**config.mk**
```make
export PLATFORM = sky130hd
export DESIGN_NAME = mod_cache_arbiter
export DESIGN_NICKNAME = d
export VERILOG_FILES = /design/src/rtl/mod_cache_arbiter.sv
export SDC_FILE = /design/constraint.sdc
export NUM_CORES = 2
export LEC_CHECK = 0
export ABC_AREA = 0
export CAP_MARGIN = 25
export CORE_AREA = 5 5 722 724
export CTS_CLUSTER_SIZE = 25
export DETAILED_ROUTE_END_ITERATION = 8
export DIE_AREA = 0 0 727 729
export PLACE_DENSITY = 0.3
export SLEW_MARGIN = 20
export SYNTH_ARGS = -nofsm -noshare
export SYNTH_HDL_FRONTEND = slang
export SYNTH_SLANG_ARGS = --single-unit
```
**constraint.sdc**
```tcl
create_clock -name clk -period 4.98 [get_ports clk]
set_input_delay 0.747 -clock clk [delete_from_list [all_inputs] [get_ports clk]]
set_output_delay 0.747 -clock clk [all_outputs]
set_load 0.01 [all_outputs]
```
**src/rtl/mod_cache_arbiter.sv**
```systemverilog
// mod_cache_arbiter: round-robin arbiter between the L1 icache and dcache that
// issues block reads and writebacks on the 64-bit system bus. Read beats are
// gathered into one block and returned to the requesting cache; writeback blocks
// are serialized into data beats.
module mod_cache_arbiter #(
  parameter int unsigned WORDSIZE  = 64,
  parameter int unsigned BLOCKBITS = 512,
  parameter int unsigned TAGWIDTH  = 13
) (
  input  logic                 clk,
  input  logic                 reset,
  input  logic [WORDSIZE-1:0]  ic_req,
  input  logic [TAGWIDTH-1:0]  ic_reqtag,
  input  logic                 ic_reqcyc,
  output logic                 ic_reqack,
  output logic [BLOCKBITS-1:0] ic_resp,
  output logic [TAGWIDTH-1:0]  ic_resptag,
  output logic                 ic_respcyc,
  input  logic                 ic_respack,
  input  logic [WORDSIZE-1:0]  dc_req,
  input  logic [TAGWIDTH-1:0]  dc_reqtag,
  input  logic                 dc_reqcyc,
  output logic                 dc_reqack,
  output logic [BLOCKBITS-1:0] dc_resp,
  output logic [TAGWIDTH-1:0]  dc_resptag,
  output logic                 dc_respcyc,
  input  logic                 dc_respack,
  input  logic [BLOCKBITS-1:0] dc_wdata,
  output logic [WORDSIZE-1:0]  bus_req,
  output logic [TAGWIDTH-1:0]  bus_reqtag,
  output logic                 bus_reqcyc,
  input  logic                 bus_reqack,
  input  logic [WORDSIZE-1:0]  bus_resp,
  input  logic [TAGWIDTH-1:0]  bus_resptag,
  input  logic                 bus_respcyc,
  output logic                 bus_respack
);

  localparam int unsigned BEATS = BLOCKBITS / WORDSIZE;
  localparam int unsigned CW    = $clog2(BEATS);
  localparam logic [CW-1:0]       LAST_BEAT   = CW'(BEATS - 1);
  localparam logic [WORDSIZE-1:0] OFFSET_MASK = WORDSIZE'(BLOCKBITS / 8 - 1);

  typedef enum logic [2:0] {
    S_IDLE,
    S_ISSUE,
    S_WDATA,
    S_COLLECT,
    S_DELIVER
  } state_t;

  state_t               state, state_d;
  logic [CW-1:0]        k, k_d;
  logic                 last_dc, last_dc_d;   // dcache held the most recent grant
  logic                 gnt_dc, gnt_dc_d;     // current transaction belongs to dcache
  logic                 is_wr, is_wr_d;
  logic [BLOCKBITS-1:0] wbuf, wbuf_d;
  logic [BLOCKBITS-1:0] blk, blk_d;
  logic [TAGWIDTH-1:0]  rtag, rtag_d;
  logic                 ic_reqack_d, dc_reqack_d;
  logic                 ic_respcyc_d, dc_respcyc_d;
  logic                 bus_reqcyc_d;
  logic [WORDSIZE-1:0]  bus_req_d;
  logic [TAGWIDTH-1:0]  bus_reqtag_d;
  logic                 pick_dc;

  // Tie goes to the cache that did not win last time
  assign pick_dc = dc_reqcyc & (~ic_reqcyc | ~last_dc);

  // Both caches see the same assembled block; only respcyc tells them apart
  assign ic_resp    = blk;
  assign dc_resp    = blk;
  assign ic_resptag = rtag;
  assign dc_resptag = rtag;

  // Beats are only accepted while gathering a read block
  assign bus_respack = (state == S_COLLECT) & bus_respcyc;

  // Next-state and next-output computation; all outputs below are registered
  always_comb begin
    state_d      = state;
    k_d          = k;
    last_dc_d    = last_dc;
    gnt_dc_d     = gnt_dc;
    is_wr_d      = is_wr;
    wbuf_d       = wbuf;
    blk_d        = blk;
    rtag_d       = rtag;
    ic_reqack_d  = 1'b0;
    dc_reqack_d  = 1'b0;
    ic_respcyc_d = ic_respcyc;
    dc_respcyc_d = dc_respcyc;
    bus_reqcyc_d = bus_reqcyc;
    bus_req_d    = bus_req;
    bus_reqtag_d = bus_reqtag;
    case (state)
      S_IDLE: begin
        bus_req_d    = '0;
        bus_reqtag_d = '0;
        bus_reqcyc_d = 1'b0;
        if (ic_reqcyc | dc_reqcyc) begin
          state_d      = S_ISSUE;
          bus_reqcyc_d = 1'b1;
          gnt_dc_d     = pick_dc;
          last_dc_d    = pick_dc;
          if (pick_dc) begin
            dc_reqack_d  = 1'b1;
            bus_req_d    = dc_req & ~OFFSET_MASK;
            bus_reqtag_d = dc_reqtag;
            is_wr_d      = ~dc_reqtag[TAGWIDTH-1];
            wbuf_d       = dc_wdata;
          end else begin
            ic_reqack_d  = 1'b1;
            bus_req_d    = ic_req & ~OFFSET_MASK;
            bus_reqtag_d = ic_reqtag;
            is_wr_d      = 1'b0;
          end
        end
      end
      S_ISSUE: begin
        if (bus_reqack) begin
          bus_reqcyc_d = 1'b0;
          bus_reqtag_d = '0;
          if (is_wr) begin
            // beat 0 goes out with the ack, so the counter starts at 1 and the
            // block is idle again while beat 7 is still on the bus
            state_d   = S_WDATA;
            bus_req_d = wbuf[WORDSIZE-1:0];
            k_d       = CW'(1);
          end else begin
            state_d   = S_COLLECT;
            bus_req_d = '0;
            k_d       = '0;
          end
        end
      end
      S_WDATA: begin
        bus_req_d = wbuf[k*WORDSIZE +: WORDSIZE];
        k_d       = k + 1'b1;
        if (k == LAST_BEAT) state_d = S_IDLE;
      end
      S_COLLECT: begin
        if (bus_respcyc) begin
          blk_d[k*WORDSIZE +: WORDSIZE] = bus_resp;
          if (k == '0) rtag_d = bus_resptag;
          k_d = k + 1'b1;
          if (k == LAST_BEAT) begin
            state_d = S_DELIVER;
            if (gnt_dc) dc_respcyc_d = 1'b1;
            else        ic_respcyc_d = 1'b1;
          end
        end
      end
      S_DELIVER: begin
        if (gnt_dc ? dc_respack : ic_respack) begin
          ic_respcyc_d = 1'b0;
          dc_respcyc_d = 1'b0;
          state_d      = S_IDLE;
        end
      end
      default: state_d = S_IDLE;
    endcase
  end

  // State and output registers with synchronous reset
  always_ff @(posedge clk) begin
    if (reset) begin
      state      <= S_IDLE;
      k          <= '0;
      last_dc    <= 1'b1;
      gnt_dc     <= 1'b0;
      is_wr      <= 1'b0;
      wbuf       <= '0;
      blk        <= '0;
      rtag       <= '0;
      ic_reqack  <= 1'b0;
      dc_reqack  <= 1'b0;
      ic_respcyc <= 1'b0;
      dc_respcyc <= 1'b0;
      bus_reqcyc <= 1'b0;
      bus_req    <= '0;
      bus_reqtag <= '0;
    end else begin
      state      <= state_d;
      k          <= k_d;
      last_dc    <= last_dc_d;
      gnt_dc     <= gnt_dc_d;
      is_wr      <= is_wr_d;
      wbuf       <= wbuf_d;
      blk        <= blk_d;
      rtag       <= rtag_d;
      ic_reqack  <= ic_reqack_d;
      dc_reqack  <= dc_reqack_d;
      ic_respcyc <= ic_respcyc_d;
      dc_respcyc <= dc_respcyc_d;
      bus_reqcyc <= bus_reqcyc_d;
      bus_req    <= bus_req_d;
      bus_reqtag <= bus_reqtag_d;
    end
  end

endmodule

```
==> impl_metrics.tcl <==
set metrics [dict create \
    finalCritPeriodShare_pct 78.5 \
    endpoint_kind "output pin" \
    synth.area.top_cells "dfxtp_1, nand2_1, buf_4, a21oi_1, mux4_2" \
    synth_seq_cells 1128 \
    final_nets 7737 \
    hold_path.class "primary input to flip-flop" \
    worst-path-stages 4 \
    path_buf_inv 3 \
    grtUsageTotal_pct 15.1 \
    htreeDepth 4 \
    final_antenna_net_count 0 \
    antenna_found_initial 205 \
    outcome "complete, no violations" \
    start_kind "flip-flop" \
    ys_types 52 \
    r2r_cells 9 \
    cts_hold_buf 0 \
    synthMostInstantiatedCell "nand2_1" \
    crit_start "state[0]$_SDFFE_PP0P_" \
    ys_warn_count 0 \
    wire_per_inst_um 30.1 \
    ir_drop_mv 0.272 \
    synth_top_area_cell "dfxtp_1" \
    clock_path_buffers 4 \
    synth_edf_count 0 \
    grt-ovfl-total 0 \
    drtIter0Drc 2671 \
    power_density_nw_per_um2 320 \
    fillers 58100 \
    relSlewSlack_pct 19.2 \
    route.met2.wl_mm 232 \
    fin_crit_ps 3910 \
    die_height_um 729 \
    r2r_slack_ps 1690 \
    grt_max_degree 180 \
    cpMaxStageDelayCell "dfxtp_1" \
    worstPathRequired_ps 4230 \
    io_pins 1884 \
    max_freq_mhz 256 \
    report.final.slew_viol_count 0 \
    fp.dieW_um 727 \
    synth_nets 6653 \
    via_per_inst 3.40 \
    cp_top_family "buffers and inverters" \
    syn_area_per_cell_sq_um 8.46 \
    path_class "flip-flop to output pin" \
    cp.arrival_ps 3160 \
    insertion_delay_ps 870 \
    hold_viol_final 0 \
    p_leak_nw 24.4 \
    cts_tree "built" \
    fin_ws_ps 1070 \
    crit_end "bus_respack" \
    place_ws_ps 1220 \
    dr_total_vias 47300 \
    drc_errors 0 \
    synthArstFlopShare_pct 0 \
    skew_ps 40.8 \
    row_count 264 \
    max_slew.worst_pin.slew_ps 1210 \
    start_util_pct 9.69 \
    drt-total-wl_mm 419 \
    cts_buffers 168 \
    globalplace.congestion 0.827 \
    seq_area_frac_synth_pct 45.3 \
    rsz0062_at_grt "no" \
    synth_cells 5895 \
    netlist_top_cells_count "nand2_1, dfxtp_1, a21oi_1" \
    maxUsedRoutingLayer "met5" \
    grt_pass1_wl_mm 526 \
    port_buffers 1871 \
    synth_area_sq_um 49900 \
    routed-wl-met3_mm 39.7 \
    wl_met1_mm 133 \
    worst-path-max-fanout 16 \
    critPathMaxStageDelay_ps 900 \
    ctsResizeCount 0 \
    regToRegStartpoint "k[0]$_SDFFE_PP0P_" \
    maxCapViolCount 0 \
    core-area_sq_um 515000 \
    post_cts_buffers 0 \
    yosysTopAreaCellShare_pct 45.3 \
    dieArea_sq_um 530000 \
    post-dp-hpwl_mm 338 \
    tns_ps 0 \
    reg2reg_to "dc_resp[41]$_SDFFE_PP0P_" \
    root_buffer "clkbuf_16" \
    area_growth_pct 56.6 \
    path_cells "nand4b_4, inv_2, buf_4, clkdlybuf4s50_1" \
    cts.reportedPaths.clkPinSlew_ps 60 \
    layout-drive-gt1-share_pct 7.79 \
    cts.sinks 1128 \
    finalSetupViolCount 0 \
    drt_first_pass_iters 6 \
    synthFlopType "dfxtp_1" \
    grt_pass1_vias 47400 \
]
-- through the flow --
stage | hold slack [ps] | area, sq um | utilization [%] | instances | total power, mW
3_3_place_gp | 441 | 72300 | 14.0 | 13600 | 12.8
4_1_cts | 146 | 78000 | 15.2 | 13900 | 25.7
5_1_grt | 196 | 78000 | 15.2 | 13900 | 26.1
2_1_floorplan | 433 | 49900 | - | 5895 | 10.9
6_report | 224 | 78100 | 15.2 | 13900 | 25.0
3_5_place_dp | 444 | 72400 | 14.1 | 13600 | 12.8
-- logic make-up after synthesis --
family	share of synthesized area (%)
simple gates	20.2
compound gates	14.0
flops	45.3
buf+inv	12.9
mux	7.45
fa+ha+maj	0.176
xor+xnor	0.0176
-- registers in the layout, indices dropped and copies added (netlist names) --
| register | count |
|---|---|
| bus_req | 64 |
| bus_reqcyc | 1 |
| bus_reqtag | 13 |
| dc_reqack | 1 |
| dc_resp | 512 |
| dc_respcyc | 1 |
| dc_resptag | 13 |
| gnt_dc | 1 |
| ic_reqack | 1 |
| ic_respcyc | 1 |
| is_wr | 1 |
| k | 3 |
| last_dc | 1 |
| state | 3 |
| wbuf | 512 |
-- worst min path at each step --
| stage | from | to | slack [ps] | cells after the start |
|---|---|---|---|---|
| after global placement | wbuf[425]$_SDFFE_PP0P_ | wbuf[425]$_SDFFE_PP0P_ | 440 | 2 |
| after detailed placement | wbuf[228]$_SDFFE_PP0P_ | wbuf[228]$_SDFFE_PP0P_ | 440 | 2 |
| after floorplan | wbuf[128]$_SDFFE_PP0P_ | wbuf[128]$_SDFFE_PP0P_ | 430 | 2 |
| after global routing | reset | dc_resp[267]$_SDFFE_PP0P_ | 200 | 2 |
| final | reset | dc_resp[267]$_SDFFE_PP0P_ | 220 | 2 |
| after CTS | reset | dc_resp[267]$_SDFFE_PP0P_ | 150 | 2 |
-- metal layers --
metal / vias up / global-route usage [%]
li1: 21600 / -
met1: 23200 / 13.8
met2: 1749 / 29.9
met3: 635 / 6.40
met4: 128 / 4.34
met5: - / 0
-- where the power goes --
part | internal, mW | total, mW | switching [mW]
sequential | 9.35 | 9.55 | 0.203
clock | 7.39 | 12.5 | 5.11
combinational | 1.28 | 2.91 | 1.63
total | 18.0 | 25.0 | 6.94
-- layout make-up --
cell class | count | area, sq um | area share (%)
timing repair buffer | 1989 | 20200 | 25.9
multi-input combinational | 3686 | 21100 | 27.0
inverter | 6 | 22.5 | 0.0288
clock buffer | 231 | 4720 | 6.05
tap | 6783 | 8490 | 10.9
clock inverter | 59 | 888 | 1.14
sequential | 1128 | 22600 | 28.9
antenna | 31 | 77.6 | 0.0994
-- cell usage in the layout, fill, tap and decap left out, drive strengths merged, types with 73 or more instances in the layout --
| cell type | netlist | final |
|---|---|---|
| nand2b | 388 | 388 |
| buf | 759 | 121 |
| dfxtp | 1128 | 1128 |
| nor2 | 80 | 80 |
| a21oi | 662 | 662 |
| nand3 | 450 | 450 |
| nand2 | 1252 | 1252 |
| o21ai | 390 | 390 |
| clkdlybuf4s50 | 0 | 1868 |
| mux4 | 128 | 128 |
| clkbuf | 316 | 231 |
| a2bb2oi | 73 | 73 |
| mux2i | 83 | 83 |
Power figures use the tool's default switching activity.
